===== config.mk =====
export PLATFORM = sky130hd
export DESIGN_NAME = century_time_core
export DESIGN_NICKNAME = d
export VERILOG_FILES = /design/src/rtl/century_time_core.sv
export SDC_FILE = /design/constraint.sdc
export NUM_CORES = 1
export LEC_CHECK = 0
export CAP_MARGIN = 10
export CORE_UTILIZATION = 40
export CTS_CLUSTER_DIAMETER = 50
export DETAILED_ROUTE_END_ITERATION = 8
export PLACE_DENSITY_LB_ADDON = 0.08
export REMOVE_ABC_BUFFERS = 1
export SLEW_MARGIN = 20
export SYNTH_ARGS = -nofsm -noshare
export SYNTH_HDL_FRONTEND = slang
export SYNTH_SLANG_ARGS = --single-unit

===== constraint.sdc =====
create_clock -name clk -period 2.95 [get_ports clk]
set_clock_uncertainty 0.05 [all_clocks]
set_input_delay 0.59 -clock clk [delete_from_list [all_inputs] [get_ports clk]]
set_output_delay 0.59 -clock clk [all_outputs]
set_load 0.05 [all_outputs]

===== src/rtl/century_time_core.sv =====
// Century clock time-keeping core: 1 s prescaler, seconds-to-century calendar
// carry chain in run mode, and per-field button adjustment in set mode.
module century_time_core #(
  parameter int TICK_DIV      = 50000000,
  parameter int RESET_CENTURY = 20
) (
  input  logic       clk,
  input  logic       rst,
  input  logic       enable_pulse_1s,
  input  logic [6:0] enable_cnt,
  input  logic       up_button,
  output logic [5:0] sec,
  output logic [5:0] min,
  output logic [4:0] hour,
  output logic [4:0] day,
  output logic [3:0] month,
  output logic [6:0] year,
  output logic [6:0] century,
  output logic       tick_1s
);

  localparam int            PW         = $clog2(TICK_DIV);
  localparam logic [PW-1:0] PRESC_LAST = PW'(TICK_DIV - 1);

  logic [PW-1:0] r_presc;
  logic          r_tick;
  logic          r_btn_prev;
  logic          r_armed;
  logic [5:0]    r_sec;
  logic [5:0]    r_min;
  logic [4:0]    r_hour;
  logic [4:0]    r_day;
  logic [3:0]    r_month;
  logic [6:0]    r_year;
  logic [6:0]    r_century;

  logic       w_leap;
  logic [4:0] w_dim;
  logic       w_press;
  logic       w_clamp;
  logic       w_sec_wrap, w_min_wrap, w_hour_wrap, w_day_wrap, w_mon_wrap, w_year_wrap;
  logic       w_c_min, w_c_hour, w_c_day, w_c_mon, w_c_year, w_c_cent;

  always_comb begin
    w_leap = ((r_year != 7'd0) && (r_year[1:0] == 2'b00)) ||
             ((r_year == 7'd0) && (r_century[1:0] == 2'b00));
    case (r_month)
      4'd2:                      w_dim = w_leap ? 5'd29 : 5'd28;
      4'd4, 4'd6, 4'd9, 4'd11:   w_dim = 5'd30;
      default:                   w_dim = 5'd31;
    endcase
  end

  // r_armed masks the first cycle after reset so a button already held
  // high at release is not mistaken for a fresh press.
  assign w_press = r_armed & up_button & ~r_btn_prev & ~enable_pulse_1s;
  assign w_clamp = (r_day > w_dim);

  assign w_sec_wrap  = (r_sec     == 6'd59);
  assign w_min_wrap  = (r_min     == 6'd59);
  assign w_hour_wrap = (r_hour    == 5'd23);
  assign w_day_wrap  = (r_day     == w_dim);
  assign w_mon_wrap  = (r_month   == 4'd12);
  assign w_year_wrap = (r_year    == 7'd99);

  assign w_c_min  = r_tick   & w_sec_wrap;
  assign w_c_hour = w_c_min  & w_min_wrap;
  assign w_c_day  = w_c_hour & w_hour_wrap;
  assign w_c_mon  = w_c_day  & w_day_wrap;
  assign w_c_year = w_c_mon  & w_mon_wrap;
  assign w_c_cent = w_c_year & w_year_wrap;

  always_ff @(posedge clk or negedge rst) begin
    if (!rst) begin
      r_presc <= '0;
      r_tick  <= 1'b0;
    end else if (!enable_pulse_1s) begin
      r_presc <= '0;
      r_tick  <= 1'b0;
    end else if (r_presc == PRESC_LAST) begin
      r_presc <= '0;
      r_tick  <= 1'b1;
    end else begin
      r_presc <= r_presc + PW'(1);
      r_tick  <= 1'b0;
    end
  end

  always_ff @(posedge clk or negedge rst) begin
    if (!rst) begin
      r_btn_prev <= 1'b0;
      r_armed    <= 1'b0;
    end else begin
      r_btn_prev <= up_button;
      r_armed    <= 1'b1;
    end
  end

  always_ff @(posedge clk or negedge rst) begin
    if (!rst) begin
      r_sec     <= 6'd0;
      r_min     <= 6'd0;
      r_hour    <= 5'd0;
      r_day     <= 5'd1;
      r_month   <= 4'd1;
      r_year    <= 7'd0;
      r_century <= 7'(RESET_CENTURY);
    end else begin
      if (r_tick) begin
        r_sec <= w_sec_wrap ? 6'd0 : r_sec + 6'd1;
        if (w_c_min)  r_min     <= w_min_wrap  ? 6'd0 : r_min + 6'd1;
        if (w_c_hour) r_hour    <= w_hour_wrap ? 5'd0 : r_hour + 5'd1;
        if (w_c_day)  r_day     <= w_day_wrap  ? 5'd1 : r_day + 5'd1;
        if (w_c_mon)  r_month   <= w_mon_wrap  ? 4'd1 : r_month + 4'd1;
        if (w_c_year) r_year    <= w_year_wrap ? 7'd0 : r_year + 7'd1;
        if (w_c_cent) r_century <= (r_century == 7'd99) ? 7'd0 : r_century + 7'd1;
      end else if (w_press) begin
        if (enable_cnt[0]) r_sec     <= w_sec_wrap  ? 6'd0 : r_sec + 6'd1;
        if (enable_cnt[1]) r_min     <= w_min_wrap  ? 6'd0 : r_min + 6'd1;
        if (enable_cnt[2]) r_hour    <= w_hour_wrap ? 5'd0 : r_hour + 5'd1;
        if (enable_cnt[3]) r_day     <= w_day_wrap  ? 5'd1 : r_day + 5'd1;
        if (enable_cnt[4]) r_month   <= w_mon_wrap  ? 4'd1 : r_month + 4'd1;
        if (enable_cnt[5]) r_year    <= w_year_wrap ? 7'd0 : r_year + 7'd1;
        if (enable_cnt[6]) r_century <= (r_century == 7'd99) ? 7'd0 : r_century + 7'd1;
      end
      // Placed last so it overrides any day update from this same edge.
      if (w_clamp) r_day <= w_dim;
    end
  end

  assign sec     = r_sec;
  assign min     = r_min;
  assign hour    = r_hour;
  assign day     = r_day;
  assign month   = r_month;
  assign year    = r_year;
  assign century = r_century;
  assign tick_1s = r_tick;

endmodule


== Yosys cells after proc, flatten, opt, wreduce, memory -nomap -nowiden ==
Index checks and enable logic that the tools add are counted.

* Register bits after elaboration: 69
* Word-level logic and storage cells: 115

* Add/subtract/negate cells: 8
* Order comparisons: 1
* Equal/unequal tests: 19
* Multiplexer cells: 41
* Bitwise logic cells: 11
* Reductions and logical operators: 24

{| class="wikitable"
|+ Operators by type and width
! operator !! number
|-
| $mux 7 || 10
|-
| $mux 5 || 11
|-
| $mux 6 || 9
|-
| $mux 26 || 2
|-
| $add 26x1->26 const B || 1
|-
| $eq 26x26->1 const B || 1
|-
| $mux 4 || 5
|-
| $reduce_and 3->1 || 6
|-
| $add 7x1->7 const B || 2
|-
| $eq 7x7->1 const B || 2
|-
| $reduce_bool 2->1 || 7
|-
| $add 6x1->6 const B || 2
|-
| $eq 4x4->1 const B || 3
|-
| $eq 6x6->1 const B || 2
|-
| $add 5x1->5 const B || 2
|-
| $ne 2x1->1 const B || 5
|-
| $and 1x1->1 || 9
|-
| $eq 4x3->1 const B || 2
|-
| $logic_not 7->1 || 1
|-
| $reduce_bool 7->1 || 1
|-
| $reduce_bool 3->1 || 2
|-
| $eq 5x5->1 || 1
|-
| $eq 5x5->1 const B || 1
|-
| $gt 5x5->1 || 1
|-
| other kinds (11) || 16
|}

== Depth between registers and ports, before layout ==
Gate-level depths: netlist of run 1.

* Word-level depth: 11
* Depth in mapped cells: 12
* Depth with buffers taken out: 11

== Worst setup path after synthesis of run 1 ==
Ideal clock, no wire load.

* Path kind: reg2reg
* From: register r_year[2], in the netlist year[2]
* To: register r_year[6], in the netlist year[6]
* Data arrival time: 2.763 ns
* Required time: 2.781 ns
* Slack: 0.018 ns
* Stages on the path, launching flop included: 11
* Buffers on the path: 1
* Path through: dfrtp_1 or3_1 o41ai_1 a21oi_1 ha_1 nand2_1 nor4_4 a21oi_2 buf_6 o32a_1 o21a_1

* Longest elaborated chain between the ends: 10
* Elaborated cells between the ends (all ways): 19
* Those cells by class: add/sub (1); eq/ne (3); mux (7); bitwise (2); reduce/logical (6)

{| class="wikitable"
|+ Ends and longest elaborated chain
! what !! RTL line !! text
|-
| from (decl) || 34 || <nowiki>logic [6:0] r_year;</nowiki>
|-
| from (signal assigned) || 115 || <nowiki>if (w_c_year) r_year <= w_year_wrap ? 7'd0 : r_year + 7'd1;</nowiki>
|-
| from (signal assigned) || 123 || <nowiki>if (enable_cnt[5]) r_year <= w_year_wrap ? 7'd0 : r_year + 7'd1;</nowiki>
|-
| $reduce_bool 7->1 or $logic_not 7->1 (tied branches) || 45, 46 ||
|-
| $logic_and 1x1->1 (on tied branches) || 45, 46 ||
|-
| $logic_or 1x1->1 || 45 || <nowiki>w_leap = ((r_year != 7'd0) && (r_year[1:0] == 2'b00)) ||</nowiki>
|-
| $mux 1 || 48 || <nowiki>4'd2: w_dim = w_leap ? 5'd29 : 5'd28;</nowiki>
|-
| $pmux 2 s2 || 47 || <nowiki>case (r_month)</nowiki>
|-
| $eq 5x5->1 || 62 || <nowiki>assign w_day_wrap = (r_day == w_dim);</nowiki>
|-
| $and 1x1->1 || 69 || <nowiki>assign w_c_mon = w_c_day & w_day_wrap;</nowiki>
|-
| $and 1x1->1 || 70 || <nowiki>assign w_c_year = w_c_mon & w_mon_wrap;</nowiki>
|-
| $ne 2x1->1 (no line) || - ||
|-
| $reduce_and 3->1 (no line) || - ||
|}

Several ways; a longest one is shown, not always the timed one. The select of a mux whose other input is x is not followed.
A chain may end at the register's enable or synchronous reset.

== Worst setup path in the final report of run 1 ==
* From: register r_year[2], in the netlist year[2]
* To: register r_century[2], in the netlist century[2]

* Longest elaborated chain between the ends: 11
* Elaborated cells between the ends (all ways): 14
* Those cells by class: eq/ne (3); mux (2); bitwise (3); reduce/logical (6)

{| class="wikitable"
|+ Ends and longest elaborated chain
! what !! RTL line !! text
|-
| $reduce_bool 7->1 or $logic_not 7->1 (tied branches) || 45, 46 ||
|-
| $logic_and 1x1->1 (on tied branches) || 45, 46 ||
|-
| $logic_or 1x1->1 || 45 ||
|-
| $mux 1 || 48 ||
|-
| $pmux 2 s2 || 47 ||
|-
| $eq 5x5->1 || 62 ||
|-
| $and 1x1->1 || 69 ||
|-
| $and 1x1->1 || 70 ||
|-
| $and 1x1->1 (*) || 71 || <nowiki>assign w_c_cent = w_c_year & w_year_wrap;</nowiki>
|-
| $ne 2x1->1 (no line) (*) || - ||
|-
| $reduce_and 3->1 (no line) (*) || - ||
|-
| to (signal assigned) || 107 || <nowiki>r_century <= 7'(RESET_CENTURY);</nowiki>
|-
| to (signal assigned) || 116 || <nowiki>if (w_c_cent) r_century <= (r_century == 7'd99) ? 7'd0 : r_century + 7'd1;</nowiki>
|-
| to (signal assigned) || 124 || <nowiki>if (enable_cnt[6]) r_century <= (r_century == 7'd99) ? 7'd0 : r_century + 7'd1;</nowiki>
|-
| to (decl) || 35 || <nowiki>logic [6:0] r_century;</nowiki>
|}

Every way passes the cells marked *; elsewhere a longest branch is shown, timed or not.

==> impl_metrics.json, run 1 <==
{
  "status": "finished, final reports clean",
  "dp.cells": 546,
  "synth_warnings": 0,
  "fin_area_mm2": 0.00468,
  "p_total_w": 0.00331,
  "worstPathCellList": "or3_1, o41ai_2, a21oi_1, ha_1, nand2_1, nor4_4, and3_2, o21ai_2, mux2_4",
  "ys_ff_latch": 69,
  "syn_inst": 378,
  "cp_slowest_cell": "dfrtp_1",
  "die_x_um": 99.2,
  "overflow": 0,
  "cp.arrival_ns": 2.97,
  "syn_area_per_cell_um2": 10.0,
  "grt_pass1_vias": 2807,
  "p_leak_nw": 2.04,
  "htreeDepth": 3,
  "yosysSeqAreaShare": 0.458,
  "wire_per_inst_um": 14.2,
  "worstPathRequired_ns": 3.18,
  "yosysTopAreaCellShare": 0.430,
  "ant_nets": 0,
  "dr.first_iter.drc_count": 88,
  "clock.fmax_ghz": 0.365,
  "endpoint_kind": "flip-flop",
  "timing.final.crit_share": 0.930,
  "regToRegSetupSlack_ns": 0.21,
  "maxSlewViolCount": 0,
  "async_flop_share": 1.00,
  "via_count": 2987,
  "min_period_ns": 2.74,
  "place_area_mm2": 0.00448,
  "tns_ns": 0,
  "synth_enable_flop_cells": 0,
  "cpPeakStageDelay_ns": 0.38,
  "clockRootBuffer": "clkbuf_8",
  "clk_path_buf_depth": 2,
  "cts_tree": "yes",
  "hpwl_um": 5710,
  "hp-class": "in -> async",
  "fillers": 861,
  "r2r_cells": 9,
  "numCtsBuffers": 9,
  "switching_share": 0.425,
  "wirelength_um": 7980,
  "track_usage": 0.175,
  "crit_family": "simple AND/OR/NAND/NOR gates",
  "hold_violations": 0,
  "start_util": 0.411,
  "io_pins": 52,
  "drtPass1Iterations": 4,
  "drv_cap": 0,
  "p_sw_w": 0.00141,
  "numPortBuffers": 51,
  "die_area_mm2": 0.00984,
  "ir_drop_v": 0.000391,
  "drive_above_1_share": 0.129,
  "regToRegStartpoint": "year[2]",
  "start_kind": "flip-flop",
  "antenna_found_initial": 0,
  "utilization": 0.509,
  "p_seq_frac": 0.377,
  "place_congestion": 0.797,
  "cp_max_fo": 5,
  "synthTopCellsByArea": "dfrtp_1 43%, ha_1 5.0%, xor2_1 4.6%",
  "worstSetupPathType": "reg -> reg",
  "synth_ff_type": "dfrtp_1",
  "setup_viol_count_final": 0,
  "dieHeight_um": 99.2,
  "final_cell_count_no_fill": 562,
  "diodes": 0,
  "slew_headroom": 0.651,
  "area_growth_pct": 23.9,
  "cts_sinks": 69,
  "grt_pass1_wl_um": 13600,
  "clkPwrFrac": 0.220,
  "core_area_mm2": 0.00920,
  "nNetsFinal": 472,
  "grt_start_max_net_pins": 70,
  "internal-power_w": 0.00190,
  "drc_errors": 0,
  "r2r_end": "century[2]",
  "via_per_inst": 5.31,
  "fp-row-count": 35,
  "yosys.area.top_type": "dfrtp_1",
  "clock_latency_ns": 0.35,
  "ys_types": 60,
  "power_density_mw_per_mm2": 707,
  "clk_pin_slew_ns": 0.09,
  "syn_area_mm2": 0.00378,
  "pwr-share-comb": 0.403,
  "tightest_slew_ns": 0.522,
  "crit_buf_inv": 0,
  "rsz0062_at_grt": "no"
}
[synthesized netlist by cell type, types with 3 or more instances]
cell      instances
a21oi_1           7
mux2_2            8
nand2b_1          4
nand2_1          30
inv_1            12
and3_1           11
xnor2_1           9
and2_1            5
nand4_1          13
xor2_1           20
o41ai_1           4
nor4_1            3
a21o_1            7
a31oi_1           6
dfstp_2           4
nor3_1            6
and4_1            3
nor2_1           42
dfrtp_1          65
nor2b_1           6
nand3_1          26
o21ai_0          20
ha_1             15
o31ai_1           5
nor4_4            4
[logic make-up (layout without fill, tap and decap cells)]
kind of cell	count (synthesis)	after routing	share of synthesized area
AOI/OAI and AO/OA	67	67	0.119
muxes	10	10	0.0305
buffers and inverters	17	90	0.0212
and+or+nand+nor	170	170	0.253
xor gates and xnor gates	29	29	0.0672
other	1	1	0.000992
DFF	69	69	0.458
adders and majority gates	15	15	0.0497
[power by group through the flow]
stage	sequential, W	combinational [W]	clock, W
2_1_floorplan	0.00163	0.000486	0
3_3_place_gp	0.00126	0.00132	0
3_5_place_dp	0.00127	0.00133	0
4_1_cts	0.00125	0.00133	0.000753
5_1_grt	0.00127	0.00145	0.000796
6_report	0.00125	0.00133	0.000728
[per-stage QoR]
step | hold slack [ns] | setup WS, ns
after floorplan | 0.244 | 0.00103
after global placement | 0.454 | 0.0973
after detailed placement | 0.455 | 0.0377
after CTS | 0.209 | 0.0257
after global routing | 0.233 | 0.0329
final | 0.193 | 0.207
[state kept, by name, indices dropped and copies added (netlist names)]
signal / cells
r_presc: 26
year: 7
min: 6
hour: 5
century: 7
r_armed: 1
sec: 6
day: 5
r_btn_prev: 1
tick_1s: 1
month: 4
[timing repair]
action,4_1_cts,5_1_grt
hold buffers,0,0
buffers inserted,0,0
setup endpoints to repair,0,10
resized for setup,0,3
endpoints found under the hold margin,0,0
[cell usage in the layout (no fill, tap or decap), types with 3 or more instances in the layout]
cell	Yosys	routed
o21ai_0	20	20
nor4_1	3	3
nand4_1	13	13
clkdlybuf4s50_1	0	50
clkinvlp_4	0	3
buf_4	2	10
nor3_1	6	6
xnor2_1	9	9
o31ai_1	5	5
xor2_1	20	20
clkbuf_8	0	9
nor2b_1	6	6
nand2b_1	4	4
dfstp_2	4	4
nor4_4	4	4
ha_1	15	15
a21o_1	7	7
a21oi_1	7	7
inv_1	12	12
and4_1	3	3
a31oi_1	6	5
inv_6	0	4
and3_1	11	11
nand3_1	26	26
dfrtp_1	65	65
mux2_2	8	8
and2_1	5	5
nand2_1	30	30
o41ai_1	4	3
nor2_1	42	42
[worst max-delay path by stage]
stage,from,end,slack (ns),depth (start not counted)
finish,year[2],century[2],0.21,9
global route,year[2],century[3],0.03,9
CTS,year[2],century[2],0.03,9
detailed placement,year[2],century[2],0.04,9
global placement,year[2],century[2],0.1,9
floorplan,year[2],year[2],0.001,9
[layout make-up]
| type | instances | area (µm²) | area share |
|---|---|---|---|
| Tap cell | 111 | 139 | 0.0297 |
| Multi-Input combinational cell | 292 | 1990 | 0.424 |
| Timing Repair Buffer | 62 | 601 | 0.128 |
| Clock buffer | 9 | 124 | 0.0264 |
| Sequential cell | 69 | 1730 | 0.370 |
| Clock inverter | 7 | 57.6 | 0.0123 |
| Inverter | 12 | 45.0 | 0.00962 |
[metal layers]
layer | global-route usage | share of wire | vias up | routed length, µm
li1 | - | - | 1503 | -
met1 | 0.230 | 0.49 | 1418 | 3880
met2 | 0.278 | 0.46 | 55 | 3660
met3 | 0.0485 | 0.039 | 11 | 309
met4 | 0.0622 | 0.017 | 0 | 135
met5 | 0 | 0 | - | 0
(Power assumes the default switching activity.)
==> run 2: changes to the inputs <==
--- a/config.mk
+++ b/config.mk
@@ -5,6 +5,7 @@
 export SDC_FILE = /design/constraint.sdc
 export NUM_CORES = 1
 export LEC_CHECK = 0
+export ABC_AREA = 1
 export CAP_MARGIN = 10
 export CORE_UTILIZATION = 40
 export CTS_CLUSTER_DIAMETER = 50
==> impl_metrics.json, run 2 <==
{
  "yosysTopAreaCellShare": 0.389,
  "tns_ns": 0,
  "hold_violations": 0,
  "syn_area_mm2": 0.00418,
  "via_count": 3628,
  "hpwl_um": 7320,
  "worstSetupPathType": "reg -> reg",
  "die_x_um": 104,
  "async_flop_share": 1.00,
  "endpoint_kind": "flip-flop",
  "synth_enable_flop_cells": 0,
  "regToRegStartpoint": "month[0]",
  "multiInputGateArea_mm2": 0.00217,
  "synthAdderAreaFrac": 0.0449,
  "final_cell_mix": "118 x nand2_1, 75 x nor2_1, 65 x dfrtp_1",
  "die_area_mm2": 0.0109,
  "ir_drop_v": 0.000429,
  "track_usage": 0.191,
  "largest_register_ffs": 26,
  "switching_share": 0.380,
  "tightest_slew_ns": 0.514,
  "yosys.area.top_type": "dfrtp_1",
  "place_worst_setup_slack_ns": 0.337,
  "synth_warnings": 0,
  "worstPathRequired_ns": 3.16,
  "min_period_ns": 2.62,
  "grt_pass1_vias": 3505,
  "start_util": 0.420,
  "cp.arrival_ns": 2.83,
  "drv_cap": 0,
  "synth_most_common_cell": "nand2_1",
  "dieHeight_um": 104,
  "syn_area_per_cell_um2": 7.77,
  "clk_pin_slew_ns": 0.08,
  "cts_resized": 0,
  "slew_headroom": 0.656,
  "drc_errors": 0,
  "via_per_inst": 4.92,
  "yosysSeqAreaShare": 0.414,
  "power_density_mw_per_mm2": 625,
  "dr.first_iter.drc_count": 161,
  "ctsHoldBuffers": 0,
  "place_congestion": 0.906,
  "final_common_cell": "nand2_1",
  "grt_pass1_wl_um": 16700,
  "wire_per_inst_um": 13.2,
  "diodes": 0,
  "drtPass1Iterations": 4,
  "yosys.area_share.simple": 0.357,
  "synth-compound-area-share": 0.0670,
  "drive_above_1_share": 0.0894,
  "regToRegSetupSlack_ns": 0.33,
  "numPortBuffers": 51,
  "maxSlewViolCount": 0,
  "grt_start_max_net_pins": 50,
  "synthMuxAreaShare": 0,
  "largest-register": "r_presc",
  "setup_viol_count_final": 0,
  "status": "finished, final reports clean",
  "area_growth_pct": 21.7,
  "fp-row-count": 36,
  "io_pins": 52,
  "start_kind": "flip-flop",
  "hp-class": "in -> async",
  "cp_max_fo": 8,
  "clock.fmax_ghz": 0.382,
  "post_cts_buffers": 0,
  "rsz0062_at_grt": "no",
  "pwr-share-comb": 0.323,
  "wirelength_um": 9750,
  "fillers": 957,
  "overflow": 0,
  "p_leak_nw": 2.30,
  "ant_nets": 0,
  "clock_latency_ns": 0.35,
  "clockRootBuffer": "clkbuf_8",
  "r2r_cells": 12,
  "synth_xor_area_frac": 0.0503,
  "ys_types": 40,
  "finalWorstSetupSlack_ns": 0.330,
  "r2r_end": "month[0]",
  "p_sw_w": 0.00121,
  "clk_path_buf_depth": 2,
  "nNetsFinal": 625,
  "syn_inst": 538,
  "cts_sinks": 69,
  "numCtsBuffers": 9,
  "antenna_found_initial": 0,
  "p_seq_frac": 0.380,
  "synthTopCellsByArea": "dfrtp_1 39%, nand2_1 11%, nor2_1 6.7%",
  "ys_top_cells_by_count": "118 x nand2_1, 75 x nor2_1, 65 x dfrtp_1, 61 x inv_1, 56 x nand3_1",
  "internal-power_w": 0.00198,
  "synth_ff_type": "dfrtp_1",
  "synth_top_family_by_area": "simple AND/OR/NAND/NOR gates",
  "htreeDepth": 3,
  "timing.final.crit_share": 0.888,
  "clkPwrFrac": 0.297,
  "cts_tree": "yes",
  "regArea_mm2": 0.00173,
  "core_area_mm2": 0.00995,
  "ys_ff_latch": 69
}
-- run 2: how the worst max path moves through the flow --
stage                     from       end  slack (ns)  cells past startpoint
detailed placement    month[0]    day[2]        0.34                     14
global placement      month[0]    day[1]        0.47                     14
finish                month[0]  month[0]        0.33                     12
CTS                   month[0]    day[2]        0.31                     14
floorplan           century[0]    day[1]        0.33                     16
global route          month[0]    day[1]        0.08                     14
-- run 2: through the flow --
stage          hold slack, ns  instances  instance area, µm²  utilization  power, W
2_1_floorplan           0.244        534                4150            -   0.00190
3_3_place_gp            0.404        721                4850        0.488   0.00225
3_5_place_dp            0.412        721                4850        0.488   0.00227
4_1_cts                 0.159        737                5090        0.512   0.00323
5_1_grt                 0.173        737                5090        0.512   0.00337
6_report                0.150        737                5090        0.512   0.00318
-- run 2: layer usage --
metal / GRT usage / share of wire
met4: 0.0643 / 0.019
met5: 0 / 0
met1: 0.255 / 0.48
met2: 0.308 / 0.47
met3: 0.0382 / 0.040
-- run 2: cell families after synthesis --
logic type / after synthesis
buffers and inverters: 68
other: 1
XOR/XNOR: 24
AND/OR/NAND/NOR: 312
adder cells (fa/ha/maj): 15
flip-flops: 69
AO/OA/AOI/OAI: 49
-- run 2: cell type report --
class,instances,area share
tap,133,0.0327
clock inverter,6,0.0219
timing repair buffer,54,0.106
sequential,69,0.340
clock buffer,10,0.0251
multi-input combinational,401,0.427
inverter,64,0.0472
-- run 2: power groups by stage --
| stage | Clock, W | Combinational [W] | Sequential (W) |
|---|---|---|---|
| finish | 0.000945 | 0.00103 | 0.00121 |
| global placement | 0 | 0.00103 | 0.00123 |
| CTS | 0.000973 | 0.00104 | 0.00121 |
| floorplan | 0 | 0.000325 | 0.00158 |
| global route | 0.00101 | 0.00112 | 0.00124 |
| detailed placement | 0 | 0.00104 | 0.00123 |
-- run 2: critical path: stages, from the launching register on --
cell and delay [ns]:
dfstp_2 0.39, inv_1 0.11, ha_1 0.17, nor3b_1 0.35
nand2_1 0.12, and3_1 0.16, ha_1 0.28, nand2_1 0.09
nor2_4 0.25, nand3_1 0.11, nand2_1 0.20, o21ai_0 0.15
o21ai_0 0.11
